==> config.mk <==
export PLATFORM = sky130hd
export DESIGN_NAME = score_keeper
export DESIGN_NICKNAME = d
export VERILOG_FILES = /design/src/rtl/score_keeper.sv
export SDC_FILE = /design/constraint.sdc
export NUM_CORES = 1
export LEC_CHECK = 0
export CAP_MARGIN = 20
export CORE_ASPECT_RATIO = 0.9
export CORE_MARGIN = 2
export CORE_UTILIZATION = 30
export CTS_CLUSTER_SIZE = 24
export DETAILED_ROUTE_END_ITERATION = 8
export GPL_ROUTABILITY_DRIVEN = 0
export GPL_TIMING_DRIVEN = 0
export PLACE_DENSITY_LB_ADDON = 0.1
export SLEW_MARGIN = 20
export SYNTH_ARGS = -nofsm -noshare
export SYNTH_HDL_FRONTEND = slang
export SYNTH_SLANG_ARGS = --single-unit
==> constraint.sdc <==
create_clock -name clk -period 16.4 [get_ports clk]
set_clock_uncertainty 0.1 [all_clocks]
set_input_delay 2.46 -clock clk [delete_from_list [all_inputs] [get_ports clk]]
set_output_delay 2.46 -clock clk [all_outputs]
set_load 0.01 [all_outputs]
==> src/rtl/score_keeper.sv <==
// score_keeper
//   Game-side score accumulator that drives the 8-bit score input of the
//   3-digit score display. Awards are scaled by a streak (combo)
//   multiplier, penalties are subtracted, and the score is clamped to
//   0..MAX_SCORE. A three-state game FSM (IDLE/PLAY/OVER) gates event
//   acceptance. A high-score register is updated on game over.
//
// Ports
//   clk         in   system clock, all state on rising edge
//   reset       in   asynchronous active-high reset
//   start       in   begin a new game (from IDLE or OVER)
//   game_over   in   end the current game (wins over start in PLAY)
//   add_valid   in   award event
//   add_pts     in   [3:0] base award points
//   sub_valid   in   penalty event
//   sub_pts     in   [3:0] penalty points
//   score       out  [7:0] current score
//   high_score  out  [7:0] best score since reset
//   combo       out  [1:0] streak level 0..3
//   playing     out  high while in PLAY
//   new_high    out  one-cycle pulse after high_score is raised
//
// Event handshake: add_valid/sub_valid are single-cycle qualifiers with no
// back-pressure. An event is consumed on the rising edge where it is high,
// the FSM is in PLAY and game_over is low; otherwise it is dropped.

module score_keeper #(
  parameter int MAX_SCORE    = 255,
  parameter int COMBO_WINDOW = 25000000,
  parameter int TIMER_W      = 25
) (
  input  logic       clk,
  input  logic       reset,
  input  logic       start,
  input  logic       game_over,
  input  logic       add_valid,
  input  logic [3:0] add_pts,
  input  logic       sub_valid,
  input  logic [3:0] sub_pts,
  output logic [7:0] score,
  output logic [7:0] high_score,
  output logic [1:0] combo,
  output logic       playing,
  output logic       new_high
);

  typedef enum logic [1:0] {
    ST_IDLE = 2'd0,
    ST_PLAY = 2'd1,
    ST_OVER = 2'd2
  } state_t;

  // Timer value meaning "no award inside the window"; it is also the
  // saturation point of the gap timer.
  localparam logic [TIMER_W-1:0] TIMER_MAX = TIMER_W'(COMBO_WINDOW + 1);
  localparam logic [TIMER_W-1:0] WINDOW    = TIMER_W'(COMBO_WINDOW);
  localparam logic signed [9:0]  MAX_S     = 10'(MAX_SCORE);

  state_t             state_q, state_d;
  logic [7:0]         score_q, score_d;
  logic [7:0]         high_q, high_d;
  logic [1:0]         combo_q, combo_d;
  logic [TIMER_W-1:0] timer_q, timer_d;
  logic               new_high_q, new_high_d;

  logic               add_acc;
  logic               sub_acc;
  logic [1:0]         combo_next;
  logic [5:0]         add_eff;
  logic [3:0]         sub_eff;
  logic signed [9:0]  sum;

  always_comb begin
    state_d    = state_q;
    score_d    = score_q;
    high_d     = high_q;
    combo_d    = combo_q;
    timer_d    = (timer_q == TIMER_MAX) ? timer_q : timer_q + 1'b1;
    new_high_d = 1'b0;
    add_acc    = 1'b0;
    sub_acc    = 1'b0;

    // Streak level an award in this cycle would be scored at.
    if (timer_q <= WINDOW) begin
      combo_next = (combo_q == 2'd3) ? 2'd3 : combo_q + 2'd1;
    end else begin
      combo_next = 2'd0;
    end

    case (state_q)
      ST_IDLE, ST_OVER: begin
        if (start) begin
          state_d = ST_PLAY;
          score_d = 8'd0;
          combo_d = 2'd0;
          timer_d = TIMER_MAX;
        end
      end
      ST_PLAY: begin
        if (game_over) begin
          state_d = ST_OVER;
          if (score_q > high_q) begin
            high_d     = score_q;
            new_high_d = 1'b1;
          end
        end else begin
          add_acc = add_valid;
          sub_acc = sub_valid;
          if (add_acc) begin
            timer_d = TIMER_W'(1);
            combo_d = combo_next;
          end else if (sub_acc) begin
            timer_d = TIMER_MAX;
            combo_d = 2'd0;
          end else if (timer_d == TIMER_MAX) begin
            combo_d = 2'd0;
          end
        end
      end
      default: state_d = ST_IDLE;
    endcase

    add_eff = add_acc ? 6'(add_pts) * 6'({1'b0, combo_next} + 3'd1) : 6'd0;
    sub_eff = sub_acc ? sub_pts : 4'd0;

    // 10-bit signed covers -15..255+60 without wrap.
    sum = $signed({2'b00, score_q}) + $signed({4'b0000, add_eff})
        - $signed({6'b000000, sub_eff});
    if (add_acc || sub_acc) begin
      if (sum < 10'sd0) begin
        score_d = 8'd0;
      end else if (sum > MAX_S) begin
        score_d = 8'(MAX_SCORE);
      end else begin
        score_d = sum[7:0];
      end
    end
  end

  always_ff @(posedge clk or posedge reset) begin
    if (reset) begin
      state_q    <= ST_IDLE;
      score_q    <= 8'd0;
      high_q     <= 8'd0;
      combo_q    <= 2'd0;
      timer_q    <= TIMER_MAX;
      new_high_q <= 1'b0;
    end else begin
      state_q    <= state_d;
      score_q    <= score_d;
      high_q     <= high_d;
      combo_q    <= combo_d;
      timer_q    <= timer_d;
      new_high_q <= new_high_d;
    end
  end

  assign score      = score_q;
  assign high_score = high_q;
  assign combo      = combo_q;
  assign playing    = (state_q == ST_PLAY);
  assign new_high   = new_high_q;

endmodule

Word-level counts from Yosys, hierarchy flattened --
Cells that the tools add are included.
Storage, ports and cells: output and inout port bits 20, word-level logic and storage cells 66, input bits 14, flip-flop bits (word level) 46
Operators by class: magnitude comparators 4, equality and inequality tests 9, multiply operators 1, reductions and logical operators 10, $add $sub $neg 5, multiplexer cells 31
Operators by type and width (number):
- $mux 25 | 5
- $eq 25x25->1 const B | 2
- $pmux 25 s2 | 1
- $mux 8 | 5
- $add 25x1->25 const B | 1
- $le 25x25->1 const B | 1
- $mux 2 | 9
- $gt 10x9->1 const B | 1
- $lt 10x1->1 const B | 1
- $sub 9x4->10 | 1
- $add 8x6->9 | 1
- $gt 8x8->1 | 1
- $pmux 2 s2 | 2
- $mux 1 | 7
- $mul 4x3->6 | 1
- $mux 6 | 1
- $ne 2x2->1 const B | 3
- $reduce_bool 2->1 | 3
- $eq 2x2->1 const B | 2
- $mux 4 | 1
- $ne 4x3->1 const B | 1
- $reduce_and 2->1 | 2
- $reduce_and 4->1 | 1
- $add 2x1->3 const B | 1
- 6 further kinds | 6

Longest topological paths before layout --
Gate-level depths: netlist of run 1.
depth after elaboration 12, mapped depth 25, depth with buffers taken out 24

Worst setup path before layout of run 1 --
No wires, ideal clock.
kind input -> register, start point input port add_pts[0], end point register score_q[2], in the netlist score[2], setup slack 10333 ps, arrival time 5817 ps, required time 16150 ps, library setup time 150 ps, buffers on the path 0, cell stages on the path 15, cell sequence nand2_1 fa_1 inv_1 ha_1 fa_1 nand2_1 fa_1 inv_1 ha_1 a21oi_1 o21ai_0 o41ai_1 xnor2_1 nor2_1 o22ai_1
On the way: longest elaborated chain between the ends 8, elaborated cells between the ends (all ways) 9, those cells by class add/sub (2); mul (1); order compare (2); mux (4)
Ends and longest elaborated chain:
- start, declared | line 37 | input logic [3:0] add_pts,
- $mul 4x3->6 (*) | line 123 | add_eff = add_acc ? 6'(add_pts) * 6'({1'b0, combo_next} + 3'd1) : 6'd0;
- $mux 6 (*) | line 123
- $add 8x6->9 (*) | line 127 | sum = $signed({2'b00, score_q}) + $signed({4'b0000, add_eff})
- $sub 9x4->10 (*) | line 128 | - $signed({6'b000000, sub_eff});
- $gt 10x9->1 | line 132 | end else if (sum > MAX_S) begin
- $mux 8 | line 132
- $mux 8 (*) | line 130 | if (sum < 10'sd0) begin
- $mux 8 (*) | line 129 | if (add_acc || sub_acc) begin
- end signal, assigned | line 150 | score_q <= score_d;
- end, declared | line 60 | logic [7:0] score_q, score_d;
Every way passes the cells marked *; elsewhere a longest branch is shown, timed or not. A chain may end at the register's enable or synchronous reset.

Worst setup path after layout of run 1 --
start point input port add_valid, end point register score_q[5], in the netlist score[5]
On the way: longest elaborated chain between the ends 9, elaborated cells between the ends (all ways) 14, those cells by class add/sub (2); order compare (2); mux (6); reduce/logical (4)
Ends and longest elaborated chain:
- start, declared | line 36 | input logic add_valid,
- $mux 1 (*) | line 100 | if (game_over) begin
- $mux 1 (*) | line 90 | case (state_q)
- $mux 6 | line 123
- $add 8x6->9 | line 127
- $sub 9x4->10 | line 128
- $gt 10x9->1 | line 132
- $mux 8 | line 132
- $mux 8 | line 130
- $mux 8 | line 129
Marked as above.

==> out/qor.yml, run 1 <==
path_class: "in2reg"
worstPathArrival_ps: 6980
drive_gt1_share_pct: 11.55
top_ff_cell_synth: "sky130_fd_sc_hd__dfrtp_1"
n_fill_cell: 1170
post_detailed_route_count_of_antenna_violating_nets: 0
final_min_period_over_clock_period_pct: 42.32
irDropWorstVdd_uv: 56.02
worst_pin_slew_ps: 847.9
post_cts_hold_buffer_count: 0
hold_viol: 0
num_rows: 37
run_status: "completed"
rsz_0062_raised_after_global_routing: "no"
avgViaCountPerCell: 4.660
global_route_wire_length_before_repair_um: 14120
detailedPlacementHpwl_um: 6785
initial_antenna_violation_count: 0
coreArea_um2: 11530
via_count: 2745
post-cts-setup-buffer-count: 0
tritoncts_clock_tree: "done"
critPathMaxFanout: 10
setup_slack_ps: 9459
hp-class: "reg2reg"
drt_first_pass_iters: 4
power_leakage_nw: 1.897
tritoncts_num_sinks: 46
floorplan.initialDensity_pct: 30.90
antenna-diode-count: 0
placement.io_buffers: 33
area.growth.synth_to_final_pct: 19.81
synth_cells: 391
timing.fmax_mhz: 144.1
number_of_synthesized_flops_with_an_enable_pin: 0
final-setup-viol-count: 0
vias_in_the_first_global_route: 2680
syn-cell-area_um2: 3562
finish.utilization_pct: 37.02
cts_buffer_depth: 2
slew_headroom_pct: 43.26
floorplan.die.height_um: 107.4
cts_max_level: 2
place.detailed.instances: 581
synth.distinct_cells: 61
synth_nets: 441
yosys_warnings: 0
grt_max_degree: 27
timing_max_transition_violations_final: 0
nNetsFinal: 482
drc: 0
grt_overflow_total: 0
cap_violations: 0
powerDensity_nw_per_um2: 141.0
cts_root_buf: "sky130_fd_sc_hd__clkbuf_16"
crit_path_start_kind: "input port"
async_reset_ff_share_pct: 100.0
timing.final.crit_period_ps: 6941
path_clk_slew_ps: 70
hold_ws_ps: 400.9
synth.yosys.seq_area_share_pct: 32.77
grt_usage_pct: 14.16
timing.setup.tns_ps: 0
critical_path_capture_point_type: "flip-flop"
boundaryPins: 34
wirelength_um: 8466
dp_slack_ps: 9030
synth_seq_cells: 46
area_of_the_die_um2: 12760
cts_resized: 0
required_ps: 16440
post_synth.cell_area_avg_um2: 9.110
initialDrtViolationCount: 121
final-instance-count-excl-fill: 589
die_width_um: 118.9
avgRoutedWirePerCell_um: 14.37
insertion_delay_to_the_later_sink_of_the_worst_skew_pair_ps: 290
cts_inserted_buffers: 5
-- cell usage in the layout, fill, tap and decap left out, drive strengths merged, types with 4 or more instances in the layout --
master and instances:
a21o 6, a21oi 22, and2 8, buf 8, clkbuf 13, clkdlybuf4s50 33, dfrtp 33, dfstp 13
fa 7, ha 29, inv 46, mux2i 8, nand2 29, nand2b 6, nand3 7, nand4 12
nor2 46, nor3 9, nor4 7, o21ai 7, o22ai 7, or2 4, xnor2 21, xor2 15
-- path summary, 6_finish.rpt --
check	from	endpoint	slack [ps]	depth (start not counted)
hold reg to reg	state_q[1]	state_q[1]	400	1
setup / recovery	add_valid	score[5]	9460	15
max in group asynchronous	reset	timer_q[16]	13200	3
hold / removal	state_q[1]	state_q[1]	400	1
setup reg to reg	timer_q[0]	score[5]	10150	23
min in group asynchronous	reset	high_score[4]	2420	2
-- routing by layer --
metal / vias up / part of all wire, % / GRT usage [%]
met2: 43 / 41 / 20.28
li1: 1413 / - / -
met3: 5 / 2.5 / 2.013
met5: - / 0 / 0
met1: 1284 / 55 / 21.82
met4: 0 / 1.1 / 4.082
-- worst max-delay path, cell delays in order --
cell	delay, ps
sky130_fd_sc_hd__clkdlybuf4s50_1	530
sky130_fd_sc_hd__nand2_1	120
sky130_fd_sc_hd__nor2_1	660
sky130_fd_sc_hd__clkbuf_1	450
sky130_fd_sc_hd__nand2_1	140
sky130_fd_sc_hd__fa_1	490
sky130_fd_sc_hd__inv_1	60
sky130_fd_sc_hd__fa_1	450
sky130_fd_sc_hd__a21o_1	170
sky130_fd_sc_hd__a21oi_1	210
sky130_fd_sc_hd__o21ai_0	160
sky130_fd_sc_hd__o41ai_1	530
sky130_fd_sc_hd__xnor2_1	300
sky130_fd_sc_hd__nor2_1	170
sky130_fd_sc_hd__o22ai_1	80
-- per-stage QoR --
step | power, mW | cell area (µm²)
floorplan | 0.4096 | 3562
global placement | 0.4932 | 4088
global route | 0.6593 | 4268
detailed placement | 0.4948 | 4108
finish | 0.6018 | 4268
CTS | 0.6114 | 4268
-- logic make-up after synthesis --
kind of cell    after synthesis  share of synthesized area, %
buf+inv                      58                         6.744
simple gates                142                         22.37
fa+ha+maj                    36                         14.12
flops                        46                         32.77
xor+xnor                     36                         8.852
mux                          11                         3.302
compound gates               62                         11.84
-- power breakdown --
part | switching, mW | total, mW | internal (mW)
sequential | 0.0213 | 0.162 | 0.141
combinational | 0.187 | 0.328 | 0.141
clock | 0.0455 | 0.112 | 0.0660
total | 0.253 | 0.602 | 0.348
-- cells in the mapped netlist, types with 6 or more instances --
cell	number	area, µm²
sky130_fd_sc_hd__mux2i_1	8	80.08
sky130_fd_sc_hd__nand4_1	8	50.05
sky130_fd_sc_hd__a21oi_1	22	110.1
sky130_fd_sc_hd__o21ai_0	7	35.03
sky130_fd_sc_hd__o22ai_1	7	43.79
sky130_fd_sc_hd__nand3_1	6	30.03
sky130_fd_sc_hd__a21o_1	6	45.04
sky130_fd_sc_hd__nor2_1	45	168.9
sky130_fd_sc_hd__and2_1	8	50.05
sky130_fd_sc_hd__dfstp_2	13	341.6
sky130_fd_sc_hd__clkbuf_1	6	22.52
sky130_fd_sc_hd__nand2b_1	6	37.54
sky130_fd_sc_hd__dfrtp_1	33	825.8
sky130_fd_sc_hd__xor2_1	15	131.4
sky130_fd_sc_hd__ha_1	29	362.9
sky130_fd_sc_hd__xnor2_1	21	183.9
sky130_fd_sc_hd__nor3_1	8	40.04
sky130_fd_sc_hd__inv_1	45	168.9
sky130_fd_sc_hd__fa_1	7	140.1
sky130_fd_sc_hd__nand2_1	29	108.9
-- state kept, by name (all words and copies together) (netlist names) --
signal,count
score,8
new_high,1
high_score,8
combo,2
state_q,2
timer_q,25
-- final cells by class --
type	instances	area, µm²	share of cell area (%)
buffer	13	71.32	1.671
inverter	45	168.9	3.958
multi-input combinational	287	2155	50.48
timing repair buffer	34	350.3	8.209
sequential	46	1167	27.35
tap	156	195.2	4.573
clock inverter	1	6.256	0.1466
clock buffer	7	153.9	3.606
No activity file was read; power rests on OpenSTA's default activity.
==> inputs of run 2 (changes only) <==
Clock period 16.4 ns to 7.2 ns, I/O delays scaled along.
==> results of run 2 <==
The final DEF is identical to that of run 1. Status: completed.
Main changes from that run: setup slack after placement 9030 ps -> 910.5 ps; setup slack after layout 9459 ps -> 953.5 ps; start point of the critical path add_valid -> timer_q[0]; register-to-register setup slack 10150 ps -> 950 ps; total power 0.6018 mW -> 1.371 mW; worst IR drop on VDD 56.02 µV -> 127.6 µV
